===== config.mk =====
export PLATFORM = sky130hd
export DESIGN_NAME = serial_divider
export DESIGN_NICKNAME = d
export VERILOG_FILES = /design/src/rtl/serial_divider.sv
export SDC_FILE = /design/constraint.sdc
export NUM_CORES = 1
export LEC_CHECK = 0
export CAP_MARGIN = 20
export CORE_ASPECT_RATIO = 0.7
export CORE_MARGIN = 2
export CORE_UTILIZATION = 55
export DETAILED_ROUTE_END_ITERATION = 8
export PLACE_DENSITY_LB_ADDON = 0.08
export SETUP_SLACK_MARGIN = 0.3
export SLEW_MARGIN = 20
export SYNTH_ARGS = -nofsm -noshare
export SYNTH_HDL_FRONTEND = slang
export SYNTH_SLANG_ARGS = --single-unit

===== constraint.sdc =====
create_clock -name clk -period 7.9 [get_ports clk]
set_clock_uncertainty 0.05 [all_clocks]
set_input_delay 1.975 -clock clk [delete_from_list [all_inputs] [get_ports clk]]
set_output_delay 1.975 -clock clk [all_outputs]
set_load 0.05 [all_outputs]

===== src/rtl/serial_divider.sv =====
// Restoring shift-subtract divider: 2*WIDTH-bit dividend by WIDTH-bit divisor, one quotient bit per clock.
// Optional build macro SIGNED_DIV_EN selects two's-complement operands; the default build is purely unsigned.
module serial_divider #(
    parameter int WIDTH = 32
) (
    input  logic                 clk,
    input  logic                 rst,
    input  logic                 start,
    input  logic [2*WIDTH-1:0]   DVD,
    input  logic [WIDTH-1:0]     DVS,
    output logic [WIDTH-1:0]     Q,
    output logic [WIDTH-1:0]     R,
    output logic                 busy,
    output logic                 done,
    output logic                 dbz,
    output logic                 ovf
);

    localparam int CW = $clog2(WIDTH + 1);

    localparam logic [1:0] ST_IDLE = 2'd0;
    localparam logic [1:0] ST_RUN  = 2'd1;
    localparam logic [1:0] ST_FIN  = 2'd2;

    localparam logic [CW-1:0]    CNT_LOAD = CW'(WIDTH);
    localparam logic [CW-1:0]    CNT_ONE  = CW'(1);
    localparam logic [CW-1:0]    CNT_ZERO = {CW{1'b0}};
    localparam logic [WIDTH-1:0] W_ONES   = {WIDTH{1'b1}};
    localparam logic [WIDTH-1:0] W_ZERO   = {WIDTH{1'b0}};

    logic [1:0]         state_r;
    logic [CW-1:0]      cnt_r;
    logic [WIDTH-1:0]   rem_r;
    logic [WIDTH-1:0]   lo_r;      // low dividend bits shift out at the top, quotient bits shift in at the bottom
    logic [WIDTH-1:0]   dvs_r;
    logic [WIDTH-1:0]   q_r;
    logic [WIDTH-1:0]   r_r;
    logic               busy_r;
    logic               done_r;
    logic               dbz_r;
    logic               ovf_r;
    logic               fast_dbz_r;

    logic [2*WIDTH-1:0] dvd_mag_s;
    logic [WIDTH-1:0]   dvs_mag_s;
    logic               dvs_zero_s;
    logic               fast_ovf_s;
    logic               accept_s;
    logic [WIDTH:0]     trial_s;
    logic               ge_s;
    logic [WIDTH-1:0]   rem_nx_s;
    logic [WIDTH-1:0]   quo_nx_s;
    logic [WIDTH-1:0]   fin_q_s;
    logic [WIDTH-1:0]   fin_r_s;
    logic               fin_ovf_s;

`ifdef SIGNED_DIV_EN
    logic               dvd_neg_s;
    logic               dvs_neg_s;
    logic               neg_q_r;
    logic               neg_r_r;
    logic [WIDTH-1:0]   q_lim_s;

    function automatic logic [WIDTH-1:0] neg_w(input logic [WIDTH-1:0] v);
        return ~v + {{(WIDTH-1){1'b0}}, 1'b1};
    endfunction

    function automatic logic [2*WIDTH-1:0] neg_dw(input logic [2*WIDTH-1:0] v);
        return ~v + {{(2*WIDTH-1){1'b0}}, 1'b1};
    endfunction

    // operand magnitudes and signs taken at accept time
    always_comb begin
        dvd_neg_s = DVD[2*WIDTH-1];
        dvs_neg_s = DVS[WIDTH-1];
        if (dvd_neg_s) begin
            dvd_mag_s = neg_dw(DVD);
        end else begin
            dvd_mag_s = DVD;
        end
        if (dvs_neg_s) begin
            dvs_mag_s = neg_w(DVS);
        end else begin
            dvs_mag_s = DVS;
        end
    end
`else
    assign dvd_mag_s = DVD;
    assign dvs_mag_s = DVS;
`endif

    assign dvs_zero_s = (DVS == W_ZERO);
    // quotient cannot fit in WIDTH bits when the upper dividend half already reaches the divisor
    assign fast_ovf_s = (dvd_mag_s[2*WIDTH-1:WIDTH] >= dvs_mag_s);
    assign accept_s   = start & ~busy_r & ((state_r == ST_IDLE) | (state_r == ST_FIN));

    // one restoring step: shift in the next dividend bit, subtract if it fits
    always_comb begin
        trial_s = {rem_r, lo_r[WIDTH-1]};
        ge_s    = (trial_s >= {1'b0, dvs_r});
        if (ge_s) begin
            rem_nx_s = trial_s[WIDTH-1:0] - dvs_r;
        end else begin
            rem_nx_s = trial_s[WIDTH-1:0];
        end
        quo_nx_s = {lo_r[WIDTH-2:0], ge_s};
    end

`ifdef SIGNED_DIV_EN
    // sign fix-up and signed range check on the last quotient bit
    always_comb begin
        if (neg_q_r) begin
            q_lim_s = {1'b1, {(WIDTH-1){1'b0}}};
        end else begin
            q_lim_s = {1'b0, {(WIDTH-1){1'b1}}};
        end
        if (quo_nx_s > q_lim_s) begin
            fin_q_s   = W_ONES;
            fin_r_s   = W_ZERO;
            fin_ovf_s = 1'b1;
        end else begin
            fin_q_s   = neg_q_r ? neg_w(quo_nx_s) : quo_nx_s;
            fin_r_s   = neg_r_r ? neg_w(rem_nx_s) : rem_nx_s;
            fin_ovf_s = 1'b0;
        end
    end

    // result sign flags captured with the operands
    always_ff @(posedge clk or negedge rst) begin
        if (!rst) begin
            neg_q_r <= 1'b0;
            neg_r_r <= 1'b0;
        end else if (accept_s) begin
            neg_q_r <= dvd_neg_s ^ dvs_neg_s;
            neg_r_r <= dvd_neg_s;
        end else begin
            neg_q_r <= neg_q_r;
            neg_r_r <= neg_r_r;
        end
    end
`else
    // unsigned results come straight from the core
    always_comb begin
        fin_q_s   = quo_nx_s;
        fin_r_s   = rem_nx_s;
        fin_ovf_s = 1'b0;
    end
`endif

    // sequencer, datapath registers and registered results
    always_ff @(posedge clk or negedge rst) begin
        if (!rst) begin
            state_r    <= ST_IDLE;
            cnt_r      <= CNT_ZERO;
            rem_r      <= W_ZERO;
            lo_r       <= W_ZERO;
            dvs_r      <= W_ZERO;
            q_r        <= W_ZERO;
            r_r        <= W_ZERO;
            busy_r     <= 1'b0;
            done_r     <= 1'b0;
            dbz_r      <= 1'b0;
            ovf_r      <= 1'b0;
            fast_dbz_r <= 1'b0;
        end else if (accept_s) begin
            state_r    <= (dvs_zero_s || fast_ovf_s) ? ST_FIN : ST_RUN;
            cnt_r      <= CNT_LOAD;
            rem_r      <= dvd_mag_s[2*WIDTH-1:WIDTH];
            // divide-by-zero reports the raw low dividend half as the remainder
            lo_r       <= dvs_zero_s ? DVD[WIDTH-1:0] : dvd_mag_s[WIDTH-1:0];
            dvs_r      <= dvs_mag_s;
            busy_r     <= 1'b1;
            done_r     <= 1'b0;
            dbz_r      <= 1'b0;
            ovf_r      <= 1'b0;
            fast_dbz_r <= dvs_zero_s;
        end else begin
            done_r <= 1'b0;
            case (state_r)
                ST_IDLE: begin
                    state_r <= ST_IDLE;
                end
                ST_RUN: begin
                    rem_r <= rem_nx_s;
                    lo_r  <= quo_nx_s;
                    cnt_r <= cnt_r - CNT_ONE;
                    if (cnt_r == CNT_ONE) begin
                        q_r     <= fin_q_s;
                        r_r     <= fin_r_s;
                        ovf_r   <= fin_ovf_s;
                        done_r  <= 1'b1;
                        busy_r  <= 1'b0;
                        state_r <= ST_FIN;
                    end else begin
                        state_r <= ST_RUN;
                    end
                end
                ST_FIN: begin
                    if (busy_r) begin
                        // fast-path completion one edge after accept
                        q_r     <= W_ONES;
                        r_r     <= fast_dbz_r ? lo_r : W_ZERO;
                        dbz_r   <= fast_dbz_r;
                        ovf_r   <= ~fast_dbz_r;
                        done_r  <= 1'b1;
                        busy_r  <= 1'b0;
                        state_r <= ST_FIN;
                    end else begin
                        state_r <= ST_IDLE;
                    end
                end
                default: begin
                    state_r <= ST_IDLE;
                    busy_r  <= 1'b0;
                end
            endcase
        end
    end

    assign Q    = q_r;
    assign R    = r_r;
    assign busy = busy_r;
    assign done = done_r;
    assign dbz  = dbz_r;
    assign ovf  = ovf_r;

endmodule


Word-level counts from Yosys, hierarchy flattened
Index checks and enable logic that the tools add are counted.

Word-level logic and storage cells: 74. Bits in registers: 173. Bits of input ports: 99. Output and inout port bits: 68.

Bitwise gates (word level): 6. Mux-type cells: 32. $add $sub $neg: 2. Reductions and logical operators: 12. Equality and inequality tests: 8. Magnitude comparators: 2.

Operators with widths (count): 32-bit 2-to-1 mux (10); 32-bit case mux with 2 select lines (2); 33-bit by 32-bit greater-or-equal comparator with 1-bit output (1); 32-bit greater-or-equal comparator (1); 32-bit zero test (1); 32-bit subtractor (1); 6-bit 2-to-1 mux (2); 1-bit 2-to-1 mux (10); 2-bit 2-to-1 mux (4); 2-bit nonzero test (4); 6-bit by 1-bit == test with 1-bit output, second input constant (1); 2-bit != test, second input constant (3); 3-bit != test, second input constant (2); 1-bit case mux with 2 select lines (3); 6-bit by 1-bit subtractor with 6-bit output, second input constant (1); 2-bit case mux with 2 select lines (1); 2-bit AND reduction (2); 4-bit AND reduction (1); 1-bit inverter (3); 3-bit AND reduction (1); 3-bit nonzero test (1); 1-bit AND (2); 2-bit by 1-bit == test with 1-bit output, second input constant (1); 2-bit == test, second input constant (1); 3 further kinds (3).

Longest topological paths before layout
Word-level depth: 5. Gate-level depth with buffers: 14. Depth with buffers taken out: 13.

Worst setup path after synthesis
OpenSTA, ideal clock, no wires.

Kind: input -> register. From: input DVD[32]. To: register state_r[1]. Required time: 7.732 ns. Setup time: 0.118 ns. Stages: 11. Buffers on the path: 0. Data arrival time: 3.864 ns. Setup slack: 3.868 ns. Path through: inv_1 -> ha_1 -> nand2b_1 -> a21o_1 -> a21o_1 -> a21o_1 -> a21o_1 -> a2111oi_0 -> o21ai_0 -> a41o_1 -> a21o_1.

Word-level cells in the longest chain between the ends: 4.

RTL lines: start, declared (line 9) `input logic [2*WIDTH-1:0] DVD,`; 32-bit greater-or-equal comparator (line 94) `assign fast_ovf_s = (dvd_mag_s[2*WIDTH-1:WIDTH] >= dvs_mag_s);`; 1-bit logical OR (line 166) `state_r <= (dvs_zero_s || fast_ovf_s) ? ST_FIN : ST_RUN;`; 2-bit 2-to-1 mux (line 166); 2-bit 2-to-1 mux (line 165) `end else if (accept_s) begin`; end signal, assigned (line 166); end, declared (line 31) `logic [1:0] state_r;`.

No other way between the ends. A chain may end at the register's enable or synchronous reset.

Worst setup path in the final report
From: input DVS[0]. To: register state_r[1].

Word-level cells in the longest chain between the ends: 4. Elaborated cells on any way between the ends: 5. Those cells by class: order compare (1); mux (2); reduce/logical (2).

RTL lines: start, declared (line 10) `input logic [WIDTH-1:0] DVS,`; 32-bit greater-or-equal comparator / 32-bit zero test (equally long branches) (line 94, 92); 1-bit logical OR (*) (line 166); 2-bit 2-to-1 mux (*) (line 166); 2-bit 2-to-1 mux (*) (line 165).

Every way passes the cells marked *; elsewhere a longest branch is shown, timed or not.

==> reports/results.txt <==
status -> finished clean
vias in the first global route -> 9033
library cells used by synthesis -> 67
Site Rows -> 42
first-pass GRT wire length -> 48500 µm
CP Capture Type -> flip-flop
final RePlAce weighted congestion -> 0.935
CP startpoint kind -> primary input
Num CTS Buffers -> 17
nets@finish -> 1495
Slew Viols, Final -> 0
Synth Warn # -> 0
Reg2Reg Depth -> 10
Synth Area in Adders -> 0.0832
clock-pin slew on the worst setup and hold paths -> 0.07 ns
routed len/inst -> 19.2 µm
clock root buffer -> clkbuf_16
pwr/cell area -> 143 nW/µm²
Post-Synth Simple-Gate Area -> 0.132
critical path's most frequent cell -> a21o_1
fillers -> 1552
combinational fraction of design power -> 0.065
most common cell after layout, fill and taps aside -> nand2_1
area of the multi-input gates -> 5690 µm²
TritonCTS clock tree -> yes
switching pwr -> 0.481 mW
worst slew pin tran -> 0.939 ns
cell area after synthesis -> 10600 µm²
Post-CTS Setup Inserts -> 0
die height -> 120 µm
leak pwr -> 6.08 nW
post-synthesis async set-or-reset flop share -> 1.00
Slowest cell on crit path -> clkdlybuf4s50_1
n_diodes -> 0
Mean Syn Cell Area -> 8.83 µm²
proportion of layout cells with a drive suffix above 1 -> 0.0612
post-synthesis sequential area ratio -> 0.408
multiplexer share of the synthesized area -> 0.0368
post-CTS resize count -> 0
Max Cap Violations -> 0
Max transition margin -> 0.374
Post-Syn Nets -> 1371
switch share -> 0.259
GRT Total Usage -> 0.303
setup TNS -> 0 ns
Pint -> 1.37 mW
Max clock buf depth -> 2
top post-synthesis cells by area -> dfrtp_1 41%, ha_1 8.1%, o21ai_0 7.5%
worst slack, placed -> 3.15 ns
I/O Pins -> 167
worst vdd ir -> 143 µV
Initial Utilization -> 0.561
Post-synth EDFFs -> 0
unrepaired setup endpoints after global routing -> no
endpoints failing hold -> 0
largest net degree at the start of global routing -> 111
DR vias -> 9605
die footprint -> 20500 µm²
critical path data required time -> 8.17 ns
Hold Path Cell Cnt -> 2
final setup margin -> 3.54 ns
Main synth FF type -> dfrtp_1
GRT Residual Overflow -> 0
Core Box Area -> 18900 µm²
Post-Synth XOR/XNOR Area -> 0.0247
fin crit period -> 4.36 ns
initial antenna violation count -> 0
crit-path cells -> clkdlybuf4s50_1 -> ha_1 -> nand2b_1 -> a21o_1 -> a21o_1 -> a21o_1 -> a21o_1 -> a2111oi_0 -> o21ai_0 -> a41o_1 -> a21o_1
Gate Count Post-Synth -> 1202
Hold Crit Class -> flip-flop to flip-flop
area added between synthesis and finish -> 22.3%
register area -> 4330 µm²
clk_lat worst skew -> 0.44 ns
Port Buf Inserts -> 166
part of the power in registers -> 0.477
Worst R2R Setup Slack -> 4.06 ns
Clock power frac -> 0.458
commonest non-fill, non-tap cells in the layout -> 176 x nand2_1, 173 x dfrtp_1, 165 x clkdlybuf4s50_1, 159 x o21ai_0, 80 x inv_1
Post-CTS Hold Buffers -> 0
Sink Count -> 173
Post-Route WL -> 30300 µm
die width -> 170 µm
Crit path arrival time -> 4.64 ns
Final Setup Violations -> 0
compound-cell area share of the yosys netlist -> 0.257
DR iter-0 viols -> 938
#FFs+latches synth -> 173
Post-DRT Antenna Nets -> 0
largest area contributor in the netlist -> dfrtp_1
final worst path period share -> 0.552
critical path class -> primary input to flip-flop
Detailed Routing Iterations Pass 1 -> 5
drt drc -> 0
fmax -> 229 MHz
main combinational cell family by area after synthesis -> compound AO/OA/AOI/OAI gates
worst-path fanout max -> 3
DP HPWL -> 21600 µm
CP peak stage delay -> 0.59 ns
htree depth -> 4
via density per instance -> 6.08
share of Yosys cell area claimed by the top area cell type -> 0.408
Final Util -> 0.686
[cell type report]
type | count | share of cell area
Multi-Input combinational cell | 876 | 0.439
Sequential cell | 173 | 0.333
Timing Repair Buffer | 178 | 0.135
Clock buffer | 17 | 0.0328
Tap cell | 242 | 0.0233
Inverter | 80 | 0.0231
Clock inverter | 15 | 0.0135
[through the flow]
| step | instance area (µm²) | std cells | hold WS, ns | total power, mW |
|---|---|---|---|---|
| finish | 13000 | 1581 | 0.422 | 1.85 |
| CTS | 13000 | 1581 | 0.426 | 1.86 |
| global placement | 12400 | 1549 | 0.405 | 1.02 |
| global route | 13000 | 1581 | 0.442 | 1.91 |
| floorplan | 10600 | 1202 | 0.400 | 0.932 |
| detailed placement | 12400 | 1549 | 0.409 | 1.02 |
[layer usage]
layer | part of all wire | vias to the layer above | track usage
met5 | 0 | - | 0
met4 | 0.027 | 0 | 0.101
met3 | 0.086 | 52 | 0.0606
met2 | 0.42 | 409 | 0.450
met1 | 0.46 | 4633 | 0.445
li1 | - | 4511 | -
[cells in the mapped netlist (all sizes together) (4+ instances only)]
cell type    n
o22ai        4
a211oi      25
a22o        17
o21a         5
a21o        62
dfrtp      173
buf         23
a31oi        6
and3         8
nor3        11
xnor2       19
and2         6
mux2i       39
nor4        12
clkbuf      50
nand4       13
nand2b       6
o21ai      185
a22oi       13
a211o        5
a21oi       74
nand2      177
xor2        11
inv         80
nor2b        9
nor2        35
nand3       14
ha          69
or3          8
[critical path, delay by kind of cell]
family	cells	cell delay [ns]
AO/OA/AOI/OAI	8	1.65
adder cells (fa/ha/maj)	1	0.27
buffers and inverters	1	0.59
AND/OR/NAND/NOR	1	0.15
[logic make-up (layout without fill, tap and decap cells)]
| kind of cell | Yosys count | after routing |
|---|---|---|
| adder cells (fa/ha/maj) | 70 | 70 |
| buffers and inverters | 153 | 290 |
| AND/OR/NAND/NOR | 310 | 310 |
| AO/OA/AOI/OAI | 427 | 427 |
| flip-flops | 173 | 173 |
| multiplexers | 39 | 39 |
| XOR/XNOR | 30 | 30 |
[flip-flops by register name, indices dropped and copies added, names as in the netlist, 2 cells and up]
name     cells
Q           32
R           32
cnt_r        6
dvs_r       32
lo_r        32
rem_r       32
state_r      2
[final timing paths]
| path | from | endpoint |
|---|---|---|
| worst max-delay path | DVS[0] | state_r[1] |
| worst max register to register | rem_r[27] | R[20] |
| max in group asynchronous | rst | state_r[0] |
| min in group asynchronous | rst | dvs_r[9] |
| worst min-delay path | Q[17] | Q[17] |
| worst min register to register | Q[17] | Q[17] |
[power by group through the flow]
stage | clock, mW | combinational [mW] | sequential [mW]
2_1_floorplan | 0 | 0.0290 | 0.903
3_3_place_gp | 0 | 0.118 | 0.902
3_5_place_dp | 0 | 0.119 | 0.902
4_1_cts | 0.853 | 0.120 | 0.885
5_1_grt | 0.890 | 0.132 | 0.885
6_report | 0.849 | 0.120 | 0.885
No activity file was read; power rests on OpenSTA's default activity.
